===== src/rtl/ls_issue_unit.sv =====
// ls_issue_unit: load/store issue unit with an in-order store queue.
//
// Accepts one load or store at a time from the issue side (in_valid/in_ready).
// Loads take a single memory read cycle (LS_MemRead) and return their data one
// cycle later. Stores are checked and parked in the store queue, then written
// out to memory one entry per commit_store pulse (ROB_MemWrite). Faulting ops
// (misaligned, out of range, illegal funct3) respond with out_exc=1.
//
// Ports
//   clk, reset                  rising-edge clock, synchronous active-high reset
//   in_*                        issue-side op: kind, funct3, base, offset, data, tag
//   LS_MemRead/LS_result/func3_LS   load read request (byte address)
//   Data_memory_out             read data, registered by memory at end of request
//   commit_store, ROB_*         store-queue head write-out, same cycle as commit
//   out_valid/out_*             completion: tag, address, load data, exception
//   flush                       drop in-flight op and empty the store queue
module ls_issue_unit #(
    parameter int unsigned SQ_DEPTH  = 4,
    parameter int unsigned MEM_BYTES = 4096
) (
    input  logic        clk,
    input  logic        reset,
    input  logic        in_valid,
    output logic        in_ready,
    input  logic        in_is_store,
    input  logic [2:0]  in_funct3,
    input  logic [31:0] in_base,
    input  logic [31:0] in_offset,
    input  logic [31:0] in_store_data,
    input  logic [4:0]  in_rob_tag,
    output logic        LS_MemRead,
    output logic [31:0] LS_result,
    output logic [2:0]  func3_LS,
    input  logic [31:0] Data_memory_out,
    input  logic        commit_store,
    output logic        ROB_MemWrite,
    output logic [31:0] ROB_memadress,
    output logic [2:0]  ROB_funct3,
    output logic [31:0] out_value,
    output logic        out_valid,
    output logic [4:0]  out_rob_tag,
    output logic [31:0] out_addr,
    output logic [31:0] out_data,
    output logic        out_exc,
    input  logic        flush
);

    localparam int unsigned PW = $clog2(SQ_DEPTH);

    typedef enum logic [1:0] {StIdle, StRead, StResp} state_e;

    // Exclusive end of the byte range touched by an access; 33 bits so the
    // range never wraps when compared.
    function automatic logic [32:0] range_end(input logic [31:0] a, input logic [2:0] f3);
        logic [32:0] sz;
        case (f3[1:0])
            2'b00:   sz = 33'd1;
            2'b01:   sz = 33'd2;
            default: sz = 33'd4;
        endcase
        return {1'b0, a} + sz;
    endfunction

    state_e r_state;
    state_e w_state_d;

    logic [31:0] r_addr;
    logic [2:0]  r_funct3;
    logic [4:0]  r_tag;
    logic        r_exc;
    logic        r_is_load;

    logic [31:0] r_sq_addr [SQ_DEPTH];
    logic [2:0]  r_sq_f3   [SQ_DEPTH];
    logic [31:0] r_sq_data [SQ_DEPTH];
    logic [SQ_DEPTH-1:0] r_sq_vld;
    logic [PW-1:0] r_head;
    logic [PW-1:0] r_tail;
    logic [PW:0]   r_count;

    logic [31:0] w_addr;
    logic [32:0] w_end;
    logic        w_f3_legal;
    logic        w_misalign;
    logic        w_oob;
    logic        w_exc;
    logic        w_overlap;
    logic        w_full;
    logic        w_ready;
    logic        w_accept;
    logic        w_push;
    logic        w_commit;

    // ---------------------------------------------------------------- decode
    assign w_addr = in_base + in_offset;
    assign w_end  = range_end(w_addr, in_funct3);

    always_comb begin
        w_f3_legal = 1'b0;
        case (in_funct3)
            3'b000, 3'b001, 3'b010: w_f3_legal = 1'b1;
            3'b100, 3'b101:         w_f3_legal = ~in_is_store;
            default:                w_f3_legal = 1'b0;
        endcase
    end

    assign w_misalign = ((in_funct3[1:0] == 2'b01) && w_addr[0]) ||
                        ((in_funct3[1:0] == 2'b10) && (w_addr[1:0] != 2'b00));
    assign w_oob      = w_end > 33'(MEM_BYTES);
    assign w_exc      = ~w_f3_legal | w_misalign | w_oob;

    // A load may not pass any queued store touching one of its bytes.
    always_comb begin
        w_overlap = 1'b0;
        for (int i = 0; i < int'(SQ_DEPTH); i++) begin
            if (r_sq_vld[i] &&
                ({1'b0, w_addr} < range_end(r_sq_addr[i], r_sq_f3[i])) &&
                ({1'b0, r_sq_addr[i]} < w_end)) begin
                w_overlap = 1'b1;
            end
        end
    end

    assign w_full   = (r_count == (PW+1)'(SQ_DEPTH));
    // A commit in the same cycle frees a slot, so a full queue can still take a store.
    assign w_ready  = ~reset & ~flush & (r_state == StIdle) &
                      (in_is_store ? (~w_full | commit_store) : ~w_overlap);
    assign w_accept = in_valid & w_ready;
    assign w_push   = w_accept & in_is_store & ~w_exc;
    assign w_commit = commit_store & (r_count != '0) & ~reset;

    assign in_ready = w_ready;

    // ---------------------------------------------------------------- FSM
    always_ff @(posedge clk) begin
        if (reset) begin
            r_state <= StIdle;
        end else begin
            r_state <= w_state_d;
        end
    end

    always_comb begin
        w_state_d = r_state;
        case (r_state)
            StIdle: begin
                if (w_accept) begin
                    w_state_d = (in_is_store || w_exc) ? StResp : StRead;
                end
            end
            StRead:  w_state_d = StResp;
            StResp:  w_state_d = StIdle;
            default: w_state_d = StIdle;
        endcase
        if (flush) begin
            w_state_d = StIdle;
        end
    end

    always_comb begin
        LS_MemRead  = 1'b0;
        LS_result   = '0;
        func3_LS    = '0;
        out_valid   = 1'b0;
        out_rob_tag = '0;
        out_addr    = '0;
        out_data    = '0;
        out_exc     = 1'b0;
        if (!reset && !flush) begin
            case (r_state)
                StRead: begin
                    LS_MemRead = 1'b1;
                    LS_result  = r_addr;
                    func3_LS   = r_funct3;
                end
                StResp: begin
                    out_valid   = 1'b1;
                    out_rob_tag = r_tag;
                    out_addr    = r_addr;
                    out_exc     = r_exc;
                    out_data    = (r_is_load && !r_exc) ? Data_memory_out : 32'h0;
                end
                default: ;
            endcase
        end
    end

    // Captured op travelling through READ/RESP.
    always_ff @(posedge clk) begin
        if (reset) begin
            r_addr    <= '0;
            r_funct3  <= '0;
            r_tag     <= '0;
            r_exc     <= 1'b0;
            r_is_load <= 1'b0;
        end else if (w_accept) begin
            r_addr    <= w_addr;
            r_funct3  <= in_funct3;
            r_tag     <= in_rob_tag;
            r_exc     <= w_exc;
            r_is_load <= ~in_is_store;
        end
    end

    // ---------------------------------------------------------------- store queue
    always_ff @(posedge clk) begin
        if (reset || flush) begin
            r_sq_vld <= '0;
            r_head   <= '0;
            r_tail   <= '0;
            r_count  <= '0;
        end else begin
            if (w_commit) begin
                r_sq_vld[r_head] <= 1'b0;
                r_head           <= r_head + 1'b1;
            end
            // Ordered after the pop so a full-queue push+pop keeps the slot valid.
            if (w_push) begin
                r_sq_vld[r_tail] <= 1'b1;
                r_tail           <= r_tail + 1'b1;
            end
            case ({w_push, w_commit})
                2'b10:   r_count <= r_count + 1'b1;
                2'b01:   r_count <= r_count - 1'b1;
                default: r_count <= r_count;
            endcase
        end
    end

    always_ff @(posedge clk) begin
        if (w_push) begin
            r_sq_addr[r_tail] <= w_addr;
            r_sq_f3[r_tail]   <= in_funct3;
            r_sq_data[r_tail] <= in_store_data;
        end
    end

    assign ROB_MemWrite  = w_commit;
    assign ROB_memadress = w_commit ? r_sq_addr[r_head] : 32'h0;
    assign ROB_funct3    = w_commit ? r_sq_f3[r_head]   : 3'h0;
    assign out_value     = w_commit ? r_sq_data[r_head] : 32'h0;

endmodule

===== config.mk =====
export PLATFORM = sky130hd
export DESIGN_NAME = ls_issue_unit
export DESIGN_NICKNAME = d
export VERILOG_FILES = /design/src/rtl/ls_issue_unit.sv
export SDC_FILE = /design/constraint.sdc
export NUM_CORES = 1
export LEC_CHECK = 0
export ABC_AREA = 1
export CAP_MARGIN = 30
export CELL_PAD_IN_SITES_DETAIL_PLACEMENT = 1
export CELL_PAD_IN_SITES_GLOBAL_PLACEMENT = 1
export CORE_ASPECT_RATIO = 0.9
export CORE_UTILIZATION = 42
export DETAILED_ROUTE_END_ITERATION = 12
export GPL_ROUTABILITY_DRIVEN = 0
export HOLD_SLACK_MARGIN = 0.12
export PLACE_DENSITY_LB_ADDON = 0.1
export SYNTH_ARGS = -nofsm -noshare
export SYNTH_HDL_FRONTEND = slang
export SYNTH_SLANG_ARGS = --single-unit

===== constraint.sdc =====
create_clock -name clk -period 8.73 [get_ports clk]
set_input_delay 1.746 -clock clk [delete_from_list [all_inputs] [get_ports clk]]
set_output_delay 1.746 -clock clk [all_outputs]
set_load 0.1 [all_outputs]

==> results.txt <==
Status -> complete, no violations
Worst EP arrival -> 6.92 ns
TritonRoute pass-1 iters -> 5
Clock slew at reported path FFs -> 0.06 ns
Syn Nets -> 3,473
DRC -> 0
Most frequent cells in the layout -> nand2_1, nor2_1, inv_1, clkdlybuf4s50_1, ha_1
Met2 wire len -> 46,100 um
Core area -> 57,300 sq um
Highest Signal Layer -> met4
Yosys Warn Count -> 0
Routed WL -> 95,300 um
Tcrit/Tclk final -> 0.993
CP startpoint kind -> input port
Largest net degree at the start of global routing -> 87
Total grt overflow -> 0
DRT antenna net count -> 0
CTS Sinks -> 325
Cell internal pwr -> 3.27 mW
Hold Crit Class -> reg2reg
Starting Density -> 0.428
Clock Tree Buf Depth -> 3
Port bufs -> 317
Worst skew pair latency -> 0.57 ns
Routed WL per cell -> 22.3 um
Die Span Y -> 231 um
Seq pwr share -> 0.361
Worst Skew -> 0.0247 ns
CTS tree -> built
Clock power frac -> 0.369
Final Hold Violating Endpoints -> 0
Crit path top cell by count -> nand2_2
Max stage delay cell, worst path -> clkdlybuf4s50_1
Final Max Slew Viols -> 0
Largest delay contributor family on the critical path -> simple AND/OR/NAND/NOR gates
First-pass GRT wire length -> 143,000 um
Die width -> 257 um
Share of cells above drive strength 1 -> 0.124
TritonCTS Buffers -> 39
Power share of the combinational group -> 0.270
Register area share after synthesis -> 0.375
Switching part of the total -> 0.312
Critical path class -> in2out
Maximum vdd drop -> 0.161 mV
Crit path max fanout -> 5
Num rows -> 83
Iter 0 DRT Violations -> 1,629
Total die area -> 59,300 sq um
Top_reg_cell synth -> edfxtp_1
Worst-margin pin slew -> 1.04 ns
Most common cell after layout, fill and taps aside -> nand2_1
Max_cap viols -> 0
Slew HR -> 0.302
Area delta synth->final -> 29.6%
Via count -> 24,100
Top-level I/O count -> 318
Vias in the first global route -> 25,000
Gr usage total -> 0.310
NetSw -> 1.48 mW
WL met1 -> 39,700 um
Tmin final -> 8.66 ns
WP data required -> 6.98 ns
Root Driver -> clkbuf_16
Max Freq -> 115 MHz
EDFF count, synth -> 268
Async SR Flop Fraction -> 0
CP peak stage delay -> 0.42 ns
Routed length on met3 -> 5150 um
Yosys reg bits -> 325
Cell area after synthesis -> 24,500 sq um
LEAKAGE -> 13.2 nW
Final HPWL from detailed placement -> 71,300 um
Final total power -> 4.75 mW
Synth Instances -> 3,025
Final-report setup violation count -> 0
Yosys cell types -> 56
Final Util -> 0.554
CP endpoint kind -> output pin
Layout Nets -> 3,920
Initial antenna violation count -> 1
Diode count -> 0
Syn Area/Cell -> 8.10 sq um
Vias per cell -> 5.65
WP buf/inv -> 8
H-tree depth -> 2
Layout filler cell count -> 6,783
Pwr per Cell Area -> 150 nW/um^2
[metrics by stage]
| step | cell area [sq um] | setup slack (ns) | std cells | hold WS (ns) | setup TNS (ns) |
|---|---|---|---|---|---|
| after CTS | 31200 | 0.00753 | 4253 | 0.464 | 0 |
| after global routing | 31800 | -0.130 | 4268 | 0.487 | -0.130 |
| after global placement | 29400 | -0.0925 | 4156 | 0.447 | -0.0925 |
| after floorplan | 24500 | 0.271 | 3025 | 0.430 | 0 |
| after detailed placement | 29400 | -0.279 | 4158 | 0.450 | -0.279 |
| final | 31800 | 0.0653 | 4268 | 0.459 | 0 |
[flip-flops by register name, summed over array words and instances (netlist names), named ones only]
register and count:
r_sq_addr 128, r_head 2, r_exc 1, r_tag 5
r_is_load 1, r_funct3 3, r_sq_data 128, r_tail 2
r_sq_vld 4, r_count 3, r_sq_f3 12, r_addr 32
r_state 2
[power by group through the flow]
stage / combinational (mW) / clock [mW] / sequential, mW
after detailed placement: 1.17 / 0 / 1.75
final: 1.28 / 1.75 / 1.72
after global placement: 1.10 / 0 / 1.75
after global routing: 1.40 / 1.83 / 1.72
after CTS: 1.22 / 1.78 / 1.72
after floorplan: 0.663 / 0 / 1.75
[kinds of logic after synthesis]
group / count (synthesis) / synth area share
compound gates: 557 / 0.127
xor+xnor: 130 / 0.0467
fa+ha+maj: 306 / 0.158
buf+inv: 418 / 0.0665
flops: 325 / 0.375
simple gates: 1289 / 0.227
[layer usage]
metal	track usage	up-vias
li1	-	11300
met3	0.0400	239
met2	0.532	770
met5	0	-
met4	0.133	0
met1	0.390	11800
[synthesized netlist by cell type (6+ instances only)]
master	count	area, sq um
a211oi_1	19	143
a21oi_1	253	1270
a221oi_1	31	272
buf_6	7	78.8
clkbuf_1	69	259
dfxtp_1	57	1140
edfxtp_1	268	8050
fa_1	7	140
ha_1	299	3740
inv_1	323	1210
inv_2	6	22.5
nand2_1	531	1990
nand2_2	18	113
nand3_1	107	536
nand3_2	7	70.1
nand3b_1	14	105
nand4_1	72	450
nor2_1	428	1610
nor2_2	9	56.3
nor3_1	59	295
nor4_1	19	119
o2111ai_1	8	70.1
o211ai_1	7	52.6
o21ai_0	195	976
o21bai_1	7	52.6
o31ai_1	6	45.0
xnor2_1	28	245
xor2_1	101	885
[layout make-up]
| type | instances | area, sq um | area share |
|---|---|---|---|
| multi-input cells | 2282 | 14400 | 0.453 |
| well taps | 765 | 957 | 0.0301 |
| clock buffers | 46 | 1030 | 0.0325 |
| inverters | 332 | 1250 | 0.0393 |
| flip-flops and latches | 325 | 9200 | 0.289 |
| repair buffers | 492 | 4610 | 0.145 |
| clock inverters | 26 | 328 | 0.0103 |
[final timing paths]
kind	startpoint	endpoint	slack [ns]	cells past startpoint
worst max-delay path	in_base[8]	in_ready	0.07	34
worst min-delay path	r_tag[4]$_SDFFE_PP0P_	r_tag[4]$_SDFFE_PP0P_	0.46	2
worst max register to register	r_sq_f3[2][1]$_DFFE_PP_	r_count[2]$_SDFFE_PN0P_	1.21	43
worst min register to register	r_tag[4]$_SDFFE_PP0P_	r_tag[4]$_SDFFE_PP0P_	0.46	2
[worst reg2reg max path, delay by kind of cell (launching register included)]
family,cells,cell delay (ns)
adders and majority gates,4,1.06
buffers and inverters,5,0.58
AOI/OAI and AO/OA,6,0.77
and+or+nand+nor,27,4.32
DFF,1,0.46
xor gates and xnor gates,1,0.17
[timing repair]
action / 4_1_cts / 5_1_grt
pin swaps: 33 / 39
hold buffers: 0 / 0
setup endpoints to repair: 1 / 1
setup buffers: 24 / 15
resized for setup: 60 / 89
(Power assumes the default switching activity.)
